===== src/rtl/reshaper_mc_pkg.sv =====
// reshaper_mc_pkg: shared cycle-count defaults and lane state encoding for the WS2812 reshaper.
// Rev 1.0
`default_nettype none

package reshaper_mc_pkg;

  localparam int DEF_NUM_CH     = 4;
  localparam int DEF_CNT_W      = 12;
  localparam int DEF_GLITCH_CYC = 3;
  localparam int DEF_T0H_NOM    = 18;
  localparam int DEF_T0H_MAX    = 25;
  localparam int DEF_T1H_MIN    = 30;
  localparam int DEF_T1H_NOM    = 40;
  localparam int DEF_T1H_MAX    = 60;
  localparam int DEF_RESET_CYC  = 2500;

  typedef enum logic [2:0] {
    S_IDLE  = 3'd0,
    S_QUAL  = 3'd1,
    S_HIGH  = 3'd2,
    S_HOLD  = 3'd3,
    S_STUCK = 3'd4
  } ws_state_e;

endpackage

`default_nettype wire


===== src/rtl/reshaper_mc_lane.sv =====
// reshaper_lane: one lane's glitch qualifier, bit classifier, pulse regenerator and frame detector.
// Rev 1.0
`default_nettype none

module reshaper_lane
  import reshaper_mc_pkg::*;
#(
  parameter int CNT_W      = DEF_CNT_W,
  parameter int GLITCH_CYC = DEF_GLITCH_CYC,
  parameter int T0H_NOM    = DEF_T0H_NOM,
  parameter int T0H_MAX    = DEF_T0H_MAX,
  parameter int T1H_MIN    = DEF_T1H_MIN,
  parameter int T1H_NOM    = DEF_T1H_NOM,
  parameter int T1H_MAX    = DEF_T1H_MAX,
  parameter int RESET_CYC  = DEF_RESET_CYC
) (
  input  logic i_clk,
  input  logic i_reset_n,
  input  logic i_passthru_en,
  input  logic i_signal_synced,
  input  logic i_err_clr,
  output logic o_reshaped_signal,
  output logic o_bit_valid,
  output logic o_bit_value,
  output logic o_frame_end,
  output logic o_err_sticky
);

  localparam logic [CNT_W-1:0] C_ONE     = CNT_W'(1);
  localparam logic [CNT_W-1:0] C_SAT     = '1;
  localparam logic [CNT_W-1:0] C_GLITCH  = CNT_W'(GLITCH_CYC);
  localparam logic [CNT_W-1:0] C_T0H_NOM = CNT_W'(T0H_NOM);
  localparam logic [CNT_W-1:0] C_T0H_MAX = CNT_W'(T0H_MAX);
  localparam logic [CNT_W-1:0] C_T1H_MIN = CNT_W'(T1H_MIN);
  localparam logic [CNT_W-1:0] C_T1H_NOM = CNT_W'(T1H_NOM);
  localparam logic [CNT_W-1:0] C_STUCK   = CNT_W'(T1H_MAX + 1);
  localparam logic [CNT_W-1:0] C_RESET   = CNT_W'(RESET_CYC);

  ws_state_e        state_q;
  logic [CNT_W-1:0] hcnt_q, ocnt_q, lcnt_q;
  logic [CNT_W-1:0] hcnt_d, ocnt_d, lcnt_d;
  logic             seen_q, out_q, valid_q, value_q, fe_q, err_q;
  logic             is_one, err_set;
  logic [CNT_W-1:0] min_width;

  assign hcnt_d = (hcnt_q == C_SAT) ? hcnt_q : hcnt_q + C_ONE;
  assign ocnt_d = (ocnt_q == C_SAT) ? ocnt_q : ocnt_q + C_ONE;
  assign lcnt_d = (lcnt_q == C_SAT) ? lcnt_q : lcnt_q + C_ONE;

  // hcnt is frozen once the input falls, so it carries the final input width into S_HOLD.
  assign is_one    = (hcnt_q > C_T0H_MAX);
  assign min_width = is_one ? C_T1H_NOM : C_T0H_NOM;

  always_comb begin
    err_set = 1'b0;
    if (i_passthru_en && state_q == S_HIGH) begin
      if (hcnt_q == C_STUCK) begin
        err_set = 1'b1;
      end else if (!i_signal_synced && hcnt_q > C_T0H_MAX && hcnt_q < C_T1H_MIN) begin
        err_set = 1'b1;
      end
    end
  end

  always_ff @(posedge i_clk or negedge i_reset_n) begin
    if (!i_reset_n) begin
      state_q <= S_IDLE;
      hcnt_q  <= '0;
      ocnt_q  <= '0;
      lcnt_q  <= '0;
      seen_q  <= 1'b0;
      out_q   <= 1'b0;
      valid_q <= 1'b0;
      value_q <= 1'b0;
      fe_q    <= 1'b0;
      err_q   <= 1'b0;
    end else begin
      valid_q <= 1'b0;
      value_q <= 1'b0;
      fe_q    <= 1'b0;
      err_q   <= err_set | (err_q & ~i_err_clr);
      lcnt_q  <= i_signal_synced ? '0 : lcnt_d;

      if (!i_passthru_en) begin
        state_q <= S_IDLE;
        out_q   <= 1'b0;
        hcnt_q  <= '0;
        ocnt_q  <= '0;
        lcnt_q  <= '0;
      end else begin
        case (state_q)
          S_IDLE: begin
            out_q  <= 1'b0;
            ocnt_q <= '0;
            if (lcnt_q == C_RESET && seen_q) begin
              fe_q   <= 1'b1;
              seen_q <= 1'b0;
            end
            if (i_signal_synced) begin
              hcnt_q  <= C_ONE;
              state_q <= S_QUAL;
            end else begin
              hcnt_q <= '0;
            end
          end

          S_QUAL: begin
            if (hcnt_q == C_GLITCH) begin
              state_q <= S_HIGH;
              out_q   <= 1'b1;
              ocnt_q  <= C_ONE;
              if (i_signal_synced) hcnt_q <= hcnt_d;
            end else if (!i_signal_synced) begin
              state_q <= S_IDLE;
            end else begin
              hcnt_q <= hcnt_d;
            end
          end

          S_HIGH: begin
            ocnt_q <= ocnt_d;
            if (hcnt_q == C_STUCK) begin
              state_q <= S_STUCK;
              out_q   <= 1'b0;
              valid_q <= 1'b1;
              value_q <= 1'b1;
              seen_q  <= 1'b1;
            end else if (!i_signal_synced) begin
              if (ocnt_q >= min_width) begin
                state_q <= S_IDLE;
                out_q   <= 1'b0;
                valid_q <= 1'b1;
                value_q <= is_one;
                seen_q  <= 1'b1;
              end else begin
                state_q <= S_HOLD;
              end
            end else begin
              hcnt_q <= hcnt_d;
            end
          end

          // Input activity is ignored here; a new pulse is qualified only from S_IDLE.
          S_HOLD: begin
            if (ocnt_q >= min_width) begin
              state_q <= S_IDLE;
              out_q   <= 1'b0;
              valid_q <= 1'b1;
              value_q <= is_one;
              seen_q  <= 1'b1;
            end else begin
              ocnt_q <= ocnt_d;
            end
          end

          S_STUCK: begin
            out_q  <= 1'b0;
            ocnt_q <= '0;
            if (i_signal_synced) begin
              hcnt_q <= hcnt_d;
            end else begin
              state_q <= S_IDLE;
            end
          end

          default: begin
            state_q <= S_IDLE;
            out_q   <= 1'b0;
          end
        endcase
      end
    end
  end

  assign o_reshaped_signal = out_q;
  assign o_bit_valid       = valid_q;
  assign o_bit_value       = value_q;
  assign o_frame_end       = fe_q;
  assign o_err_sticky      = err_q;

endmodule

`default_nettype wire


===== src/rtl/reshaper_mc.sv =====
// reshaper_mc: NUM_CH independent WS2812 reshaper lanes between input synchronisers and LED pins.
// Rev 1.0
`default_nettype none

module reshaper_mc
  import reshaper_mc_pkg::*;
#(
  parameter int NUM_CH     = DEF_NUM_CH,
  parameter int CNT_W      = DEF_CNT_W,
  parameter int GLITCH_CYC = DEF_GLITCH_CYC,
  parameter int T0H_NOM    = DEF_T0H_NOM,
  parameter int T0H_MAX    = DEF_T0H_MAX,
  parameter int T1H_MIN    = DEF_T1H_MIN,
  parameter int T1H_NOM    = DEF_T1H_NOM,
  parameter int T1H_MAX    = DEF_T1H_MAX,
  parameter int RESET_CYC  = DEF_RESET_CYC
) (
  input  logic              i_clk,
  input  logic              i_reset_n,
  input  logic [NUM_CH-1:0] i_passthru_en,
  input  logic [NUM_CH-1:0] i_signal_synced,
  input  logic [NUM_CH-1:0] i_err_clr,
  output logic [NUM_CH-1:0] o_reshaped_signal,
  output logic [NUM_CH-1:0] o_bit_valid,
  output logic [NUM_CH-1:0] o_bit_value,
  output logic [NUM_CH-1:0] o_frame_end,
  output logic [NUM_CH-1:0] o_err_sticky
);

  if (!(GLITCH_CYC >= 1 && GLITCH_CYC < T0H_NOM && T0H_NOM <= T0H_MAX &&
        T0H_MAX < T1H_MIN && T1H_MIN <= T1H_NOM && T1H_NOM <= T1H_MAX &&
        T1H_MAX < (1 << CNT_W) && RESET_CYC < (1 << CNT_W))) begin : g_param_check
    $error("reshaper_mc: inconsistent timing parameters");
  end

  for (genvar i = 0; i < NUM_CH; i++) begin : g_lane
    reshaper_lane #(
      .CNT_W      (CNT_W),
      .GLITCH_CYC (GLITCH_CYC),
      .T0H_NOM    (T0H_NOM),
      .T0H_MAX    (T0H_MAX),
      .T1H_MIN    (T1H_MIN),
      .T1H_NOM    (T1H_NOM),
      .T1H_MAX    (T1H_MAX),
      .RESET_CYC  (RESET_CYC)
    ) u_lane (
      .i_clk             (i_clk),
      .i_reset_n         (i_reset_n),
      .i_passthru_en     (i_passthru_en[i]),
      .i_signal_synced   (i_signal_synced[i]),
      .i_err_clr         (i_err_clr[i]),
      .o_reshaped_signal (o_reshaped_signal[i]),
      .o_bit_valid       (o_bit_valid[i]),
      .o_bit_value       (o_bit_value[i]),
      .o_frame_end       (o_frame_end[i]),
      .o_err_sticky      (o_err_sticky[i])
    );
  end

endmodule

`default_nettype wire

===== config.mk =====
export PLATFORM = sky130hd
export DESIGN_NAME = reshaper_mc
export DESIGN_NICKNAME = d
export VERILOG_FILES = /design/src/rtl/reshaper_mc_pkg.sv /design/src/rtl/reshaper_mc_lane.sv /design/src/rtl/reshaper_mc.sv
export SDC_FILE = /design/constraint.sdc
export NUM_CORES = 1
export LEC_CHECK = 0
export CAP_MARGIN = 20
export CELL_PAD_IN_SITES_DETAIL_PLACEMENT = 1
export CELL_PAD_IN_SITES_GLOBAL_PLACEMENT = 2
export CORE_AREA = 3 3 180 182
export CTS_CLUSTER_DIAMETER = 80
export CTS_CLUSTER_SIZE = 30
export DETAILED_ROUTE_END_ITERATION = 10
export DIE_AREA = 0 0 183 185
export PLACE_DENSITY = 0.75
export REMOVE_ABC_BUFFERS = 1
export SLEW_MARGIN = 20
export SYNTH_ARGS = -nofsm -noshare
export SYNTH_HDL_FRONTEND = slang
export SYNTH_HIERARCHICAL = 1
export SYNTH_SLANG_ARGS = --single-unit

===== constraint.sdc =====
create_clock -name i_clk -period 2.91 [get_ports i_clk]
set_clock_uncertainty 0.2 [all_clocks]
set_input_delay 0.582 -clock i_clk [delete_from_list [all_inputs] [get_ports i_clk]]
set_output_delay 0.582 -clock i_clk [all_outputs]
set_load 0.05 [all_outputs]

==> qor.yml, run 1 <==
status: "finished with violations"
violations: "setup timing"
wl_per_cell_um: 17.13
cts_made_buffers: 17
wl_um: 31400
overflow: 0
initial_core_util_pct: 36.12
synthAdderAreaFrac_pct: 4.507
cp.required_ps: 3080
grtUsageMet3_pct: 2.965
slowest_delay_ps: 520
syn_area_per_cell_um2: 8.842
crit_path_max_fanout: 5
cp-startpoint: "g_lane[3].u_lane/hcnt_q[11]"
rsz0062_at_grt: "true"
grt_pass1_vias: 10390
grtUsageMet2_pct: 31.72
cts_sinks: 180
instances_no_fill: 1833
hold_violations: 0
grt_max_degree: 55
grt_use_met1_pct: 25.34
drive_gt1_share_pct: 25.26
cts_tree: "built"
ir_drop_uv: 436.3
clk_latency_ps: 440
vias: 10050
io_buffers: 33
synthMostInstantiatedCell: "dfrtp_1"
path_delay_family: "simple AND/OR/NAND/NOR gates"
ys_seq_area_share_pct: 40.56
syn2layout_area_growth_pct: 30.27
drt_iter0_markers: 343
antenna_left: 0
synth_area_leader_cell: "dfrtp_1"
yosys-top-cells-count: "180 x dfrtp_1, 163 x nor2_1, 132 x nand2_1"
grt_usage_pct: 18.65
arrival_ps: 3110
drc: 0
synth_edf_count: 0
synth_top_area_share_pct: 40.56
worst_path_most_repeated_cell: "nor4_4"
synth_flop_cell: "dfrtp_1"
fin_crit_ps: 2946
synth_area_leaders: "dfrtp_1 41%, nor2_1 5.5%, ha_1 4.5%, nand2_1 4.5%, o21ai_0 4.0%"
cts_max_level: 4
nets: 1479
die_area_um2: 33860
synth_top_family_by_area: "simple AND/OR/NAND/NOR gates"
synth-simple-area-share_pct: 28.92
cts_buffer_depth: 2
setup_violations: 3
gp_congestion: 0.8138
viasPerCell: 5.484
clock.fmax_ghz: 0.3395
min_path_type: "reg -> reg"
timing.final.crit_share_pct: 101.2
leakagePower_nw: 6.041
io_pins: 34
pwr_density_cell_nw_per_um2: 362.6
dp_hpwl_um: 21980
clkTransAtPathRegs_ps: 70
cp_cell_sequence: "nor4_4, nand2_1, a311oi_1, buf_4, ha_4, nor2_4, nor4_4, a21oi_4, o21ai_4, or4_4, a21oi_2"
fillerInstances: 3548
end_kind: "flop"
core.rowCount: 64
antennaDiodeCount: 0
tightest_slew_ps: 545.6
slowest_stage: "or4_4"
synthCells: 1256
post-place-ws_ps: -255.2
slew_viol_final: 0
syn-cell-area_um2: 11110
synth.distinct_cells: 69
die_h_um: 185
synth_compound_area_share_pct: 17.15
slew_headroom_pct: 63.29
die_x_um: 183
grt_antenna_before_repair: 0
worst_slack_ps: -35.75
worstHoldStart: "g_lane[1].u_lane/o_reshaped_signal"
busiest_layer: "met2"
cap_viol_max_count: 0
coreArea_um2: 30750
crit_type: "reg -> reg"
dr.pass1.iters: 5
synth-seq-cells: 180
worst_setup_path_start_kind: "flop"
async_flop_share_pct: 100.0
root_buffer: "clkbuf_16"
synth_xor_area_share_pct: 3.155
grt_pass1_wl_um: 52560
cp_num_buf_inv: 1
synthMuxAreaShare_pct: 1.915
yosysWarningCount: 6
place_inst: 1774
reg2reg_from: "g_lane[3].u_lane/hcnt_q[11]"
==> flip-flops by register name, summed over array words and instances (netlist names) <==
signal	flops
g_lane.u_lane/hcnt_q	48
g_lane.u_lane/lcnt_q	48
g_lane.u_lane/o_bit_valid	4
g_lane.u_lane/o_bit_value	4
g_lane.u_lane/o_err_sticky	4
g_lane.u_lane/o_frame_end	4
g_lane.u_lane/o_reshaped_signal	4
g_lane.u_lane/ocnt_q	48
g_lane.u_lane/seen_q	4
g_lane.u_lane/state_q	12
==> power breakdown <==
group          switching [W]  internal, W  leakage [nW]  total, W
clock                0.00100      0.00131         0.277   0.00231
combinational       0.000230     0.000155          3.26  0.000385
sequential         0.0000292      0.00252          2.50   0.00255
==> cells by family (layout without fill, tap and decap cells) <==
logic type,count (synthesis),in the layout
simple gates,597,597
fa+ha+maj,40,40
flops,180,180
buf+inv,101,281
mux,20,20
compound gates,278,279
xor+xnor,40,40
==> repair_timing <==
item	in CTS	in global routing
buffers inserted	15	10
gates cloned	2	1
hold endpoints to repair	48	0
gates resized for setup	38	135
hold buffers	1	0
setup endpoints to repair	55	63
pin swaps	21	41
==> metrics by stage <==
step / hold slack (ps) / utilization, % / cell area (um^2) / total power [W] / TNS (ps)
2_1_floorplan: 86.41 / - / 10880 / 0.002745 / -3839
3_3_place_gp: 288.4 / 41.53 / 12770 / 0.002949 / -1218
3_5_place_dp: 283.3 / 41.53 / 12770 / 0.002959 / -5204
4_1_cts: 307.6 / 44.40 / 13650 / 0.005328 / -137.3
5_1_grt: 327.9 / 47.05 / 14470 / 0.005512 / -3917
6_report: 293.7 / 47.05 / 14470 / 0.005246 / -56.44
==> area by class of cell <==
class / count / area [um^2] / share of cell area [%]
Clock buffer: 23 / 467.9 / 3.234
Clock inverter: 8 / 100.1 / 0.6919
Inverter: 52 / 200.2 / 1.384
Multi-Input combinational cell: 976 / 7038 / 48.65
Sequential cell: 180 / 4504 / 31.13
Tap cell: 396 / 495.5 / 3.425
Timing Repair Buffer: 198 / 1662 / 11.48
==> layer usage <==
metal,up-vias,part of all wire (%),wire length (um)
met5,-,0,0
met4,0,0.76,239
met3,18,2.0,613
met2,91,49,15250
met1,5030,49,15290
li1,4913,-,-
==> layout by cell type, fill, tap and decap left out, types with 25 or more instances in the layout <==
cell type          n
dfrtp_1          180
nor2_1           152
buf_4            149
nand2_1          126
o21ai_0           83
nand3_1           53
inv_1             46
nand4_1           43
a21oi_1           32
clkdlybuf4s50_1   32
nor3_1            26
and3_1            25
==> worst paths after layout <==
check / end / depth (start not counted) / slack [ps]
worst max-delay path: g_lane[3].u_lane/ocnt_q[8] / 11 / -40
worst min-delay path: g_lane[1].u_lane/o_reshaped_signal / 1 / 290
worst max register to register: g_lane[3].u_lane/ocnt_q[8] / 11 / -40
worst min register to register: g_lane[1].u_lane/o_reshaped_signal / 1 / 290
max in group asynchronous: g_lane[1].u_lane/state_q[2] / 3 / 1300
min in group asynchronous: g_lane[3].u_lane/hcnt_q[8] / 2 / 480
(Power assumes the default switching activity.)
==> run 2, diff against run 1 <==
- HOLD_SLACK_MARGIN: not set -> 0.05
- PLACE_DENSITY: 0.75 -> not set
- PLACE_DENSITY_LB_ADDON: not set -> 0.05
- clock period: 2.91 -> 2.35 ns (I/O delays scaled with it)
==> run 2 against run 1 <==
The flow still finishes with violations (setup timing). Flip-flop and latch count is the same. Count of clock-buffer cells in the layout shrank 5. Register-to-register slack lost 630 ps. Fmax shrank 2.2%. First-iteration DRC count grew 26%.
==> qor.yml, run 2 (same netlist as run 1, synthesis figures left out) <==
end_kind: "flop"
clock.fmax_ghz: 0.3319
die_area_um2: 33860
wl_um: 34010
dp_hpwl_um: 23530
post-place-ws_ps: -784.2
grt_pass1_wl_um: 57560
min_path_type: "reg -> reg"
ir_drop_uv: 533.2
grt_antenna_before_repair: 1
setup_violations: 72
violations: "setup timing"
pwr_density_cell_nw_per_um2: 428.3
slew_headroom_pct: 60.77
drt_iter0_markers: 432
final_common_cell: "buf_4"
overflow: 0
grt_pass1_vias: 11280
placed_cell_area_um2: 13560
layout_common_cells: "252 x buf_4, 178 x dfrtp_1, 152 x nor2_1"
grt_usage_pct: 20.55
timing.final.crit_share_pct: 128.2
die_x_um: 183
instances_no_fill: 1955
cts_made_buffers: 17
cp.required_ps: 2480
fillerInstances: 3531
worstHoldStart: "g_lane[0].u_lane/o_reshaped_signal"
wl_per_cell_um: 17.40
hold_slack_ps: 291.0
worst_slack_ps: -662.9
setup-tns-final_ps: -35140
coreArea_um2: 30750
cts_sinks: 180
clkTransAtPathRegs_ps: 70
hold_violations: 0
slew_viol_final: 0
tightest_slew_ps: 582.3
io_buffers: 33
nets: 1599
initial_core_util_pct: 36.12
multi_input_area_um2: 7139
viasPerCell: 5.429
vias: 10610
final-seq-area_um2: 4507
core.rowCount: 64
io_pins: 34
finish.instance_area_um2: 15570
drive_gt1_share_pct: 33.44
crit_path_max_fanout: 5
syn2layout_area_growth_pct: 40.22
grt_max_degree: 58
fin_crit_ps: 3013
crit_type: "reg -> reg"
drc: 0
place_inst: 1877
worst_setup_path_start_kind: "flop"
cts_tree: "built"
cts_max_level: 4
rsz0062_at_grt: "true"
reg2reg_from: "g_lane[3].u_lane/hcnt_q[0]"
cts_buffer_depth: 2
dr.pass1.iters: 5
cap_viol_max_count: 0
leakagePower_nw: 6.800
gp_congestion: 0.7923
cp-startpoint: "g_lane[3].u_lane/hcnt_q[0]"
status: "finished with violations"
reg_top3: "g_lane.u_lane/hcnt_q x48, g_lane.u_lane/lcnt_q x48, g_lane.u_lane/ocnt_q x48"
arrival_ps: 3140
antenna_left: 0
root_buffer: "clkbuf_16"
clk_latency_ps: 450
die_h_um: 185
==> run 2: cell count changes in the layout (fill, tap and decap cells not counted), sizes merged <==
cell and delta:
diode +1, clkbuf -5, bufinv -1, clkinvlp -1, inv +8, clkdlybuf4s50 -5
dlymetal6s2s +5, buf +120
==> run 2: repair_timing <==
action                                  4_1_cts  5_1_grt
gates resized for setup                     150       94
endpoints found under the setup margin       72       89
pin swaps                                    67       31
setup buffers                                34       16
hold buffers                                  1        0
gates cloned                                  4        1
hold endpoints to repair                     34        0
==> run 2: cell type report <==
cell class / instances / area share (%)
multi-input cells: 976 / 45.85
flip-flops and latches: 180 / 28.94
repair buffers: 318 / 16.92
well taps: 396 / 3.182
clock buffers: 18 / 2.756
inverters: 52 / 1.302
clock inverters: 14 / 1.036
diodes: 1 / 0.01607
==> run 2: path summary, 6_finish.rpt <==
kind,end,slack (ps),cells after the start
setup / recovery,g_lane[3].u_lane/ocnt_q[0],-660,13
hold / removal,g_lane[0].u_lane/o_reshaped_signal,290,1
setup reg to reg,g_lane[3].u_lane/ocnt_q[0],-660,13
hold reg to reg,g_lane[0].u_lane/o_reshaped_signal,290,1
max in group asynchronous,g_lane[3].u_lane/state_q[0],970,3
min in group asynchronous,g_lane[0].u_lane/hcnt_q[2],310,2
==> run 2: metrics by stage <==
step / total power, W / util, %
2_1_floorplan: 0.003399 / -
3_3_place_gp: 0.003713 / 44.08
3_5_place_dp: 0.003722 / 44.08
4_1_cts: 0.006770 / 48.99
5_1_grt: 0.006973 / 50.64
6_report: 0.006670 / 50.64
==> run 2: power by group <==
part           switching, W  internal (W)  leakage [nW]
sequential        0.0000249       0.00312          2.50
clock               0.00144       0.00152         0.291
combinational      0.000322      0.000245          4.01
==> run 2: metal layers <==
layer	GRT usage (%)	vias up	wire (um)
met1	27.12	5360	16090
met3	3.162	27	562
met4	5.088	0	413
li1	-	5149	-
met2	35.54	77	16950
met5	0	-	0
==> run 2: critical path, cell delays in order (launching register included) <==
cell and delay [ps]:
dfrtp_1 390, inv_1 80, ha_2 190, o21bai_1 180, a311oi_1 110, buf_4 170
buf_6 120, ha_4 260, nor2_4 40, nor4_4 260, a21oi_4 130, o21ai_4 290
buf_4 170, mux2_4 290
